**src/rtl/div_seq_32bit_pkg.sv**
```systemverilog
// Shared definitions for the sequential divider: state encoding, default
// width, the divide-by-zero quotient, and the 1-bit full adder cell used
// by the ripple subtractor.
package div_seq_32bit_pkg;

  localparam int DIV_WIDTH = 32;

  typedef enum logic [1:0] {
    S_IDLE = 2'd0,
    S_RUN  = 2'd1,
    S_DONE = 2'd2
  } state_e;

  // Quotient reported when the divisor is zero (all ones).
  localparam logic [DIV_WIDTH-1:0] DBZ_QUOTIENT = '1;

  // 1-bit full adder cell: returns {carry_out, sum}.
  function automatic logic [1:0] full_add(input logic a, input logic b, input logic cin);
    full_add = {(a & b) | (a & cin) | (b & cin), a ^ b ^ cin};
  endfunction

endpackage

```
**src/rtl/div_seq_32bit_sub_nbit.sv**
```systemverilog
// N-bit ripple subtractor: a - b computed as a + ~b + 1 through a chain of
// full adder cells. borrow_o is the inverted carry-out, so it is high
// exactly when a < b.
module div_seq_32bit_sub_nbit
  import div_seq_32bit_pkg::*;
#(
  parameter int N = DIV_WIDTH + 1
) (
  input  logic [N-1:0] a_i,
  input  logic [N-1:0] b_i,
  output logic [N-1:0] diff_o,
  output logic         borrow_o
);

  logic [N:0] carry;

  // Ripple the carry through one full adder cell per bit, B inverted, Cin=1.
  always_comb begin
    carry    = '0;
    diff_o   = '0;
    carry[0] = 1'b1;
    for (int i = 0; i < N; i++) begin
      {carry[i+1], diff_o[i]} = full_add(a_i[i], ~b_i[i], carry[i]);
    end
  end

  assign borrow_o = ~carry[N];

endmodule

```
**src/rtl/div_seq_32bit.sv**
```systemverilog
// Iterative unsigned restoring divider. One quotient bit is produced per
// clock by a trial subtraction of the divisor from the shifted partial
// remainder.
//
// Handshake: Start is sampled only in IDLE; the edge that sees Start=1 in
// IDLE accepts Dividend/Divisor. Busy is high while iterating, Done pulses
// for exactly one cycle when Quotient/Remainder/DivByZero become valid.
// Results hold until the next Done; an accepted Start clears DivByZero at
// once. Start in RUN or DONE is dropped, never queued.
module div_seq_32bit
  import div_seq_32bit_pkg::*;
#(
  parameter int WIDTH = DIV_WIDTH
) (
  input  logic             Clk,
  input  logic             Rst_n,
  input  logic             Start,
  input  logic [WIDTH-1:0] Dividend,
  input  logic [WIDTH-1:0] Divisor,
  output logic             Busy,
  output logic             Done,
  output logic [WIDTH-1:0] Quotient,
  output logic [WIDTH-1:0] Remainder,
  output logic             DivByZero,
  output logic [1:0]       DbgState
);

  localparam int CW = (WIDTH > 1) ? $clog2(WIDTH) : 1;

  state_e           state_q;
  logic [WIDTH-1:0] d_q;
  logic [WIDTH:0]   r_q;
  logic [WIDTH-1:0] q_q;
  logic [CW-1:0]    cnt_q;
  logic [WIDTH-1:0] quot_q;
  logic [WIDTH-1:0] rem_q;
  logic             dbz_q;

  logic [WIDTH:0]   trial_a;
  logic [WIDTH:0]   trial_b;
  logic [WIDTH:0]   trial_diff;
  logic             trial_borrow;
  logic [WIDTH:0]   r_d;
  logic [WIDTH-1:0] q_d;

  // The partial remainder stays below the divisor, so its top bit is
  // only ever an intermediate carry bit and is not read back.
  logic             unused_r_top;
  assign unused_r_top = r_q[WIDTH];

  // Shift the next dividend bit into the remainder and try subtracting D.
  assign trial_a = {r_q[WIDTH-1:0], q_q[WIDTH-1]};
  assign trial_b = {1'b0, d_q};

  div_seq_32bit_sub_nbit #(
    .N (WIDTH + 1)
  ) u_sub_nbit (
    .a_i      (trial_a),
    .b_i      (trial_b),
    .diff_o   (trial_diff),
    .borrow_o (trial_borrow)
  );

  // Restore on borrow, otherwise keep the difference; record the quotient bit.
  always_comb begin
    r_d = trial_borrow ? trial_a : trial_diff;
    q_d = {q_q[WIDTH-2:0], ~trial_borrow};
  end

  // Controller, iteration registers and result registers.
  always_ff @(posedge Clk or negedge Rst_n) begin
    if (!Rst_n) begin
      state_q <= S_IDLE;
      d_q     <= '0;
      r_q     <= '0;
      q_q     <= '0;
      cnt_q   <= '0;
      quot_q  <= '0;
      rem_q   <= '0;
      dbz_q   <= 1'b0;
    end else begin
      case (state_q)
        S_IDLE: begin
          if (Start) begin
            if (Divisor != '0) begin
              d_q     <= Divisor;
              r_q     <= '0;
              q_q     <= Dividend;
              cnt_q   <= CW'(WIDTH - 1);
              dbz_q   <= 1'b0;
              state_q <= S_RUN;
            end else begin
              quot_q  <= {WIDTH{1'b1}};
              rem_q   <= Dividend;
              dbz_q   <= 1'b1;
              state_q <= S_DONE;
            end
          end
        end
        S_RUN: begin
          r_q <= r_d;
          q_q <= q_d;
          if (cnt_q == '0) begin
            quot_q  <= q_d;
            rem_q   <= r_d[WIDTH-1:0];
            state_q <= S_DONE;
          end else begin
            cnt_q <= cnt_q - 1'b1;
          end
        end
        S_DONE: begin
          state_q <= S_IDLE;
        end
        default: begin
          state_q <= S_IDLE;
        end
      endcase
    end
  end

  assign Busy      = (state_q == S_RUN);
  assign Done      = (state_q == S_DONE);
  assign Quotient  = quot_q;
  assign Remainder = rem_q;
  assign DivByZero = dbz_q;
  assign DbgState  = state_q;

endmodule

```
**config.mk**
```make
export PLATFORM = sky130hd
export DESIGN_NAME = div_seq_32bit
export DESIGN_NICKNAME = d
export VERILOG_FILES = /design/src/rtl/div_seq_32bit_pkg.sv /design/src/rtl/div_seq_32bit_sub_nbit.sv /design/src/rtl/div_seq_32bit.sv
export SDC_FILE = /design/constraint.sdc
export NUM_CORES = 1
export LEC_CHECK = 0
export BUFFER_PORTS_ARGS = -buffer_cell sky130_fd_sc_hd__buf_2
export CAP_MARGIN = 10
export CORE_MARGIN = 1
export CORE_UTILIZATION = 51
export CTS_BUF_LIST = sky130_fd_sc_hd__clkbuf_4
export CTS_CLUSTER_SIZE = 20
export DETAILED_ROUTE_END_ITERATION = 8
export GPL_TIMING_DRIVEN = 0
export PLACE_DENSITY = 0.73
export SYNTH_ARGS = -nofsm -noshare
export SYNTH_HDL_FRONTEND = slang
export SYNTH_HIERARCHICAL = 1
export SYNTH_SLANG_ARGS = --single-unit
```
**constraint.sdc**
```tcl
create_clock -name Clk -period 28 [get_ports Clk]
set_input_delay 5.6 -clock Clk [delete_from_list [all_inputs] [get_ports Clk]]
set_output_delay 5.6 -clock Clk [all_outputs]
set_load 0.01 [all_outputs]
```
### After elaboration in Yosys (flattened, before gate mapping)

Cells that the tools add are included.
Widths: inputs -> output; s select.

* logic and storage cells: 307
* input port bits: 67
* output and inout bits: 69
* register bits after elaboration: 168

* reductions and logical operators: 10
* bitwise operators: 257
* mux-type cells: 24
* add/subtract/negate cells: 1
* equality and inequality tests: 7

Operators with widths (number)
* $mux 32: 11
* $pmux 32 s2: 4
* $and 1x1->1: 95
* $or 1x1->1: 66
* $xor 1x1->1: 63
* $not 1->1: 33
* $reduce_bool 32->1: 1
* $mux 5: 3
* $pmux 5 s2: 1
* $ne 2x2->1 const B: 4
* $reduce_and 4->1: 2
* $mux 2: 3
* $reduce_and 3->1: 2
* $logic_not 5->1: 1
* $sub 5x1->5 const B: 1
* $pmux 2 s2: 1
* $reduce_and 2->1: 2
* $eq 2x1->1 const B: 1
* $eq 2x2->1 const B: 1
* $logic_not 2->1: 1
* $ne 2x1->1 const B: 1
* $reduce_bool 2->1: 1
* $mux 1: 1

### Depth between registers and ports, before layout

* depth in word-level cells: 103
* mapped depth: 40
* mapped depth without buffers: 38

### Modules after synthesis

The synthesis kept the hierarchy.

Modules (own cells, without submodules)
* div_seq_32bit: instances 1, sequential area each 4204.0 sq um, area each 7203.2 sq um, cells each 574
* div_seq_32bit_sub_nbit: instances 1, sequential area each 0.0 sq um, area each 900.9 sq um, cells each 99

### Least setup slack after synthesis

No wires, ideal clock.

* kind: register -> register
* start: reg q_q[31]
* end: reg rem_q[0] (netlist: Remainder[0])
* setup time: 0.127 ns
* clock period less this slack: 13.584 ns
* data required time: 27.873 ns
* data arrival time: 13.457 ns
* setup slack: 14.416 ns
* buffers on the path: 2
* cell stages (with the launch flop): 41
* path through: dfrtp_1 -> inv_1 -> ha_1 -> fa_1 -> fa_1 -> fa_1 -> fa_1 -> fa_1 -> fa_1 -> fa_1 -> fa_1 -> fa_1 -> fa_1 -> fa_1 -> fa_1 -> fa_1 -> fa_1 -> fa_1 -> [... 5 more ...] -> fa_1 -> fa_1 -> fa_1 -> fa_1 -> fa_1 -> fa_1 -> fa_1 -> fa_1 -> fa_1 -> fa_1 -> fa_1 -> fa_1 -> buf_2 -> buf_2 -> mux2i_1 -> nor2_1 -> a21oi_1 -> mux2i_1

* cells in the longest elaborated chain, start to end: 102
* elaborated cells on any way between the ends: 135
* those cells by class: mux (3); bitwise (132)

RTL lines
* start, declared: RTL line div_seq_32bit.sv:33 `logic [WIDTH-1:0] q_q;`
* start signal, assigned: RTL line div_seq_32bit.sv:88 `q_q <= Dividend;`
* start signal, assigned: RTL line div_seq_32bit.sv:102 `q_q <= q_d;`
* $and 1x1->1: RTL line div_seq_32bit_pkg.sv:19 `full_add = {(a & b) | (a & cin) | (b & cin), a ^ b ^ cin};`
* $or 1x1->1 (2 in a row): RTL line div_seq_32bit_pkg.sv:19
* $and 1x1->1: RTL line div_seq_32bit_pkg.sv:19
* $or 1x1->1 (2 in a row): RTL line div_seq_32bit_pkg.sv:19
* $and 1x1->1: RTL line div_seq_32bit_pkg.sv:19
* $or 1x1->1 (2 in a row): RTL line div_seq_32bit_pkg.sv:19
* $and 1x1->1: RTL line div_seq_32bit_pkg.sv:19
* $or 1x1->1 (2 in a row): RTL line div_seq_32bit_pkg.sv:19
* [... 79 more ...]
* $or 1x1->1 (2 in a row): RTL line div_seq_32bit_pkg.sv:19
* $and 1x1->1: RTL line div_seq_32bit_pkg.sv:19
* $or 1x1->1 (2 in a row): RTL line div_seq_32bit_pkg.sv:19
* $and 1x1->1: RTL line div_seq_32bit_pkg.sv:19
* $or 1x1->1 (2 in a row): RTL line div_seq_32bit_pkg.sv:19
* $mux 32 (*): RTL line div_seq_32bit.sv:66 `r_d = trial_borrow ? trial_a : trial_diff;`
* $mux 32 (*): RTL line div_seq_32bit.sv:103 `if (cnt_q == '0) begin`
* $pmux 32 s2 (*): RTL line div_seq_32bit.sv:82 `case (state_q)`
* end signal, assigned: RTL line div_seq_32bit.sv:94 `rem_q <= Dividend;`
* end signal, assigned: RTL line div_seq_32bit.sv:105 `rem_q <= r_d[WIDTH-1:0];`
* end, declared: RTL line div_seq_32bit.sv:36 `logic [WIDTH-1:0] rem_q;`

Mark *: on every way between the ends. The rest lies on a longest branch, timed or not. The select of a mux whose other input is x is not followed.
A chain may end at the register's enable or synchronous reset.

### Worst setup path after layout

* start: reg q_q[31]
* end: reg rem_q[2] (netlist: Remainder[2])

* cells in the longest elaborated chain, start to end: 102
* elaborated cells on any way between the ends: 134
* those cells by class: mux (3); bitwise (131)

RTL lines (RTL line)
* $and 1x1->1: div_seq_32bit_pkg.sv:19
* $or 1x1->1 (*) (2 in a row): div_seq_32bit_pkg.sv:19
* $and 1x1->1: div_seq_32bit_pkg.sv:19
* $or 1x1->1: div_seq_32bit_pkg.sv:19
* $or 1x1->1 (*): div_seq_32bit_pkg.sv:19
* $and 1x1->1: div_seq_32bit_pkg.sv:19
* $or 1x1->1 (2 in a row): div_seq_32bit_pkg.sv:19
* $and 1x1->1: div_seq_32bit_pkg.sv:19
* [... 81 more ...]
* $or 1x1->1 (2 in a row): div_seq_32bit_pkg.sv:19
* $and 1x1->1: div_seq_32bit_pkg.sv:19
* $or 1x1->1 (2 in a row): div_seq_32bit_pkg.sv:19
* $and 1x1->1: div_seq_32bit_pkg.sv:19
* $or 1x1->1 (2 in a row): div_seq_32bit_pkg.sv:19
* $mux 32 (*): div_seq_32bit.sv:66
* $mux 32 (*): div_seq_32bit.sv:103
* $pmux 32 s2 (*): div_seq_32bit.sv:82

Marked as above.

==> metrics.yaml <==
hp-class: "register to register"
fin_crit_ps: 14530
ys_warn_count: 6
cts-root-buf: "clkbuf_4"
initial_core_util: 0.5270
tritoncts: "done"
fin_setup_tns_ps: 0
io_buffers: 135
viasPerCell: 5.376
drive_above_1_share: 0.2685
holdWs_ps: 495.4
power.leakage_nw: 4.982
grt.overflow.total: 0
hold_viol: 0
syn2layout_area_growth_pct: 15.20
critPathLaunchType: "register"
setup-violations-final: 0
dr_total_vias: 5645
cts_resized: 0
dieWidth_um: 128.0
hold_buffers: 0
placed_cell_area_mm2: 0.009077
fmax_ghz: 0.06882
htree_levels: 4
dp_hpwl_um: 13590
p_per_area_mw_per_mm2: 122.6
cts.sinks: 168
clock_path_buffers: 2
peakVddDrop_v: 0.00004647
cap_viol_max_count: 0
drv_slew: 0
avgSynthCellArea_um2: 12.05
syn-num-nets: 773
die_h_um: 128.0
ant_nets: 0
antenna_found_initial: 2
path_class: "register to register"
grt_setup_unrepaired: "false"
critPathRequiredTime_ps: 28460
drcViolationCount: 0
syn_area_mm2: 0.008100
outcome: "finished clean"
max_stage_delay_ps: 430
post_cts_buffers: 0
clk_pin_slew_ps: 120
synthCells: 672
grt_max_degree: 107
grt_pass1_wl_um: 30170
worstSkewPairLatency_ps: 580
final_area_mm2: 0.009331
worst_path_max_delay_cell: "fa_1"
finalCritPeriodShare: 0.5189
numCtsBuffers: 17
fin_ws_ps: 13470
fin_nets: 928
dieArea_mm2: 0.01639
io_pins: 136
arrival_ps: 14990
crit_top_cell: "fa_1"
wl_um: 18270
pre_cts_ws_ps: 13590
dr.first_iter.drc_count: 458
grt_pass1_vias: 5842
end_kind: "register"
rows: 45
grt_usage: 0.2449
worst_slew_pin_slew_ps: 696.3
drtPass1Iterations: 5
wl_per_cell_um: 17.40
finalClockSkew_ps: 19.27
core_area_mm2: 0.01537
relSlewSlack: 0.5358
gp_congestion: 0.8681
path_max_fanout: 10
-- power by group --
part	internal [mW]	switching, mW
combinational	0.280	0.307
sequential	0.348	0.0756
clock	0.0526	0.0809
total	0.681	0.463
-- final timing paths --
path / cells past startpoint / slack (ps) / end / from
max: 40 / 13470 / Remainder[2] / q_q[31]
min: 1 / 500 / Quotient[7] / Quotient[7]
max reg2reg: 40 / 13470 / Remainder[2] / q_q[31]
min reg2reg: 1 / 500 / Quotient[7] / Quotient[7]
max in group asynchronous: 2 / 22160 / d_q[4] / Rst_n
min in group asynchronous: 1 / 4930 / q_q[29] / Rst_n
-- routing by layer --
layer	global-route usage	share of wire	vias to the layer above
li1	-	-	2597
met1	0.3349	0.45	2857
met2	0.3894	0.49	155
met3	0.05092	0.048	34
met4	0.08789	0.018	2
met5	0	0.00071	-
-- per-stage QoR --
| step | power [mW] | util | std cells |
|---|---|---|---|
| 2_1_floorplan | 0.8548 | - | 672 |
| 3_3_place_gp | 0.9851 | 0.5881 | 1018 |
| 3_5_place_dp | 1.018 | 0.5906 | 1019 |
| 4_1_cts | 1.151 | 0.6069 | 1049 |
| 5_1_grt | 1.253 | 0.6071 | 1050 |
| 6_report | 1.144 | 0.6071 | 1050 |
-- cell usage in the layout, fill, tap and decap left out, types with 5 or more instances in the layout --
master and instances:
a21o_1 63, a21oi_1 34, a22o_1 31, buf_2 145, buf_4 6, buf_6 5
clkbuf_1 14, clkbuf_4 19, clkinv_2 5, dfrtp_1 168, fa_1 32, inv_1 100
mux2_2 28, mux2i_1 64, nand2_1 5, nor2_1 35, nor4_1 9, o22a_1 31
-- registers in the layout, indices dropped and copies added, names as in the netlist --
name,cells
r_q,32
cnt_q,5
DivByZero,1
Remainder,32
Quotient,32
q_q,32
d_q,32
DbgState,2
-- final cells by class --
cell class | instances | area (um2)
antenna | 1 | 2.502
buffer | 39 | 269.0
clock buffer | 19 | 142.6
clock inverter | 11 | 108.9
fill | 1268 | 6040
inverter | 101 | 379.1
multi-input combinational | 364 | 3248
sequential | 168 | 4204
tap | 211 | 264.0
timing repair buffer | 136 | 713.2
-- worst max-delay path, delay by kind of cell, from the launching register on --
kind | cells | cell delay [ps]
flops | 1 | 410
buf+inv | 3 | 500
simple gates | 1 | 80
fa+ha+maj | 33 | 12910
compound gates | 1 | 200
mux | 2 | 310
No activity file was read; power rests on OpenSTA's default activity.
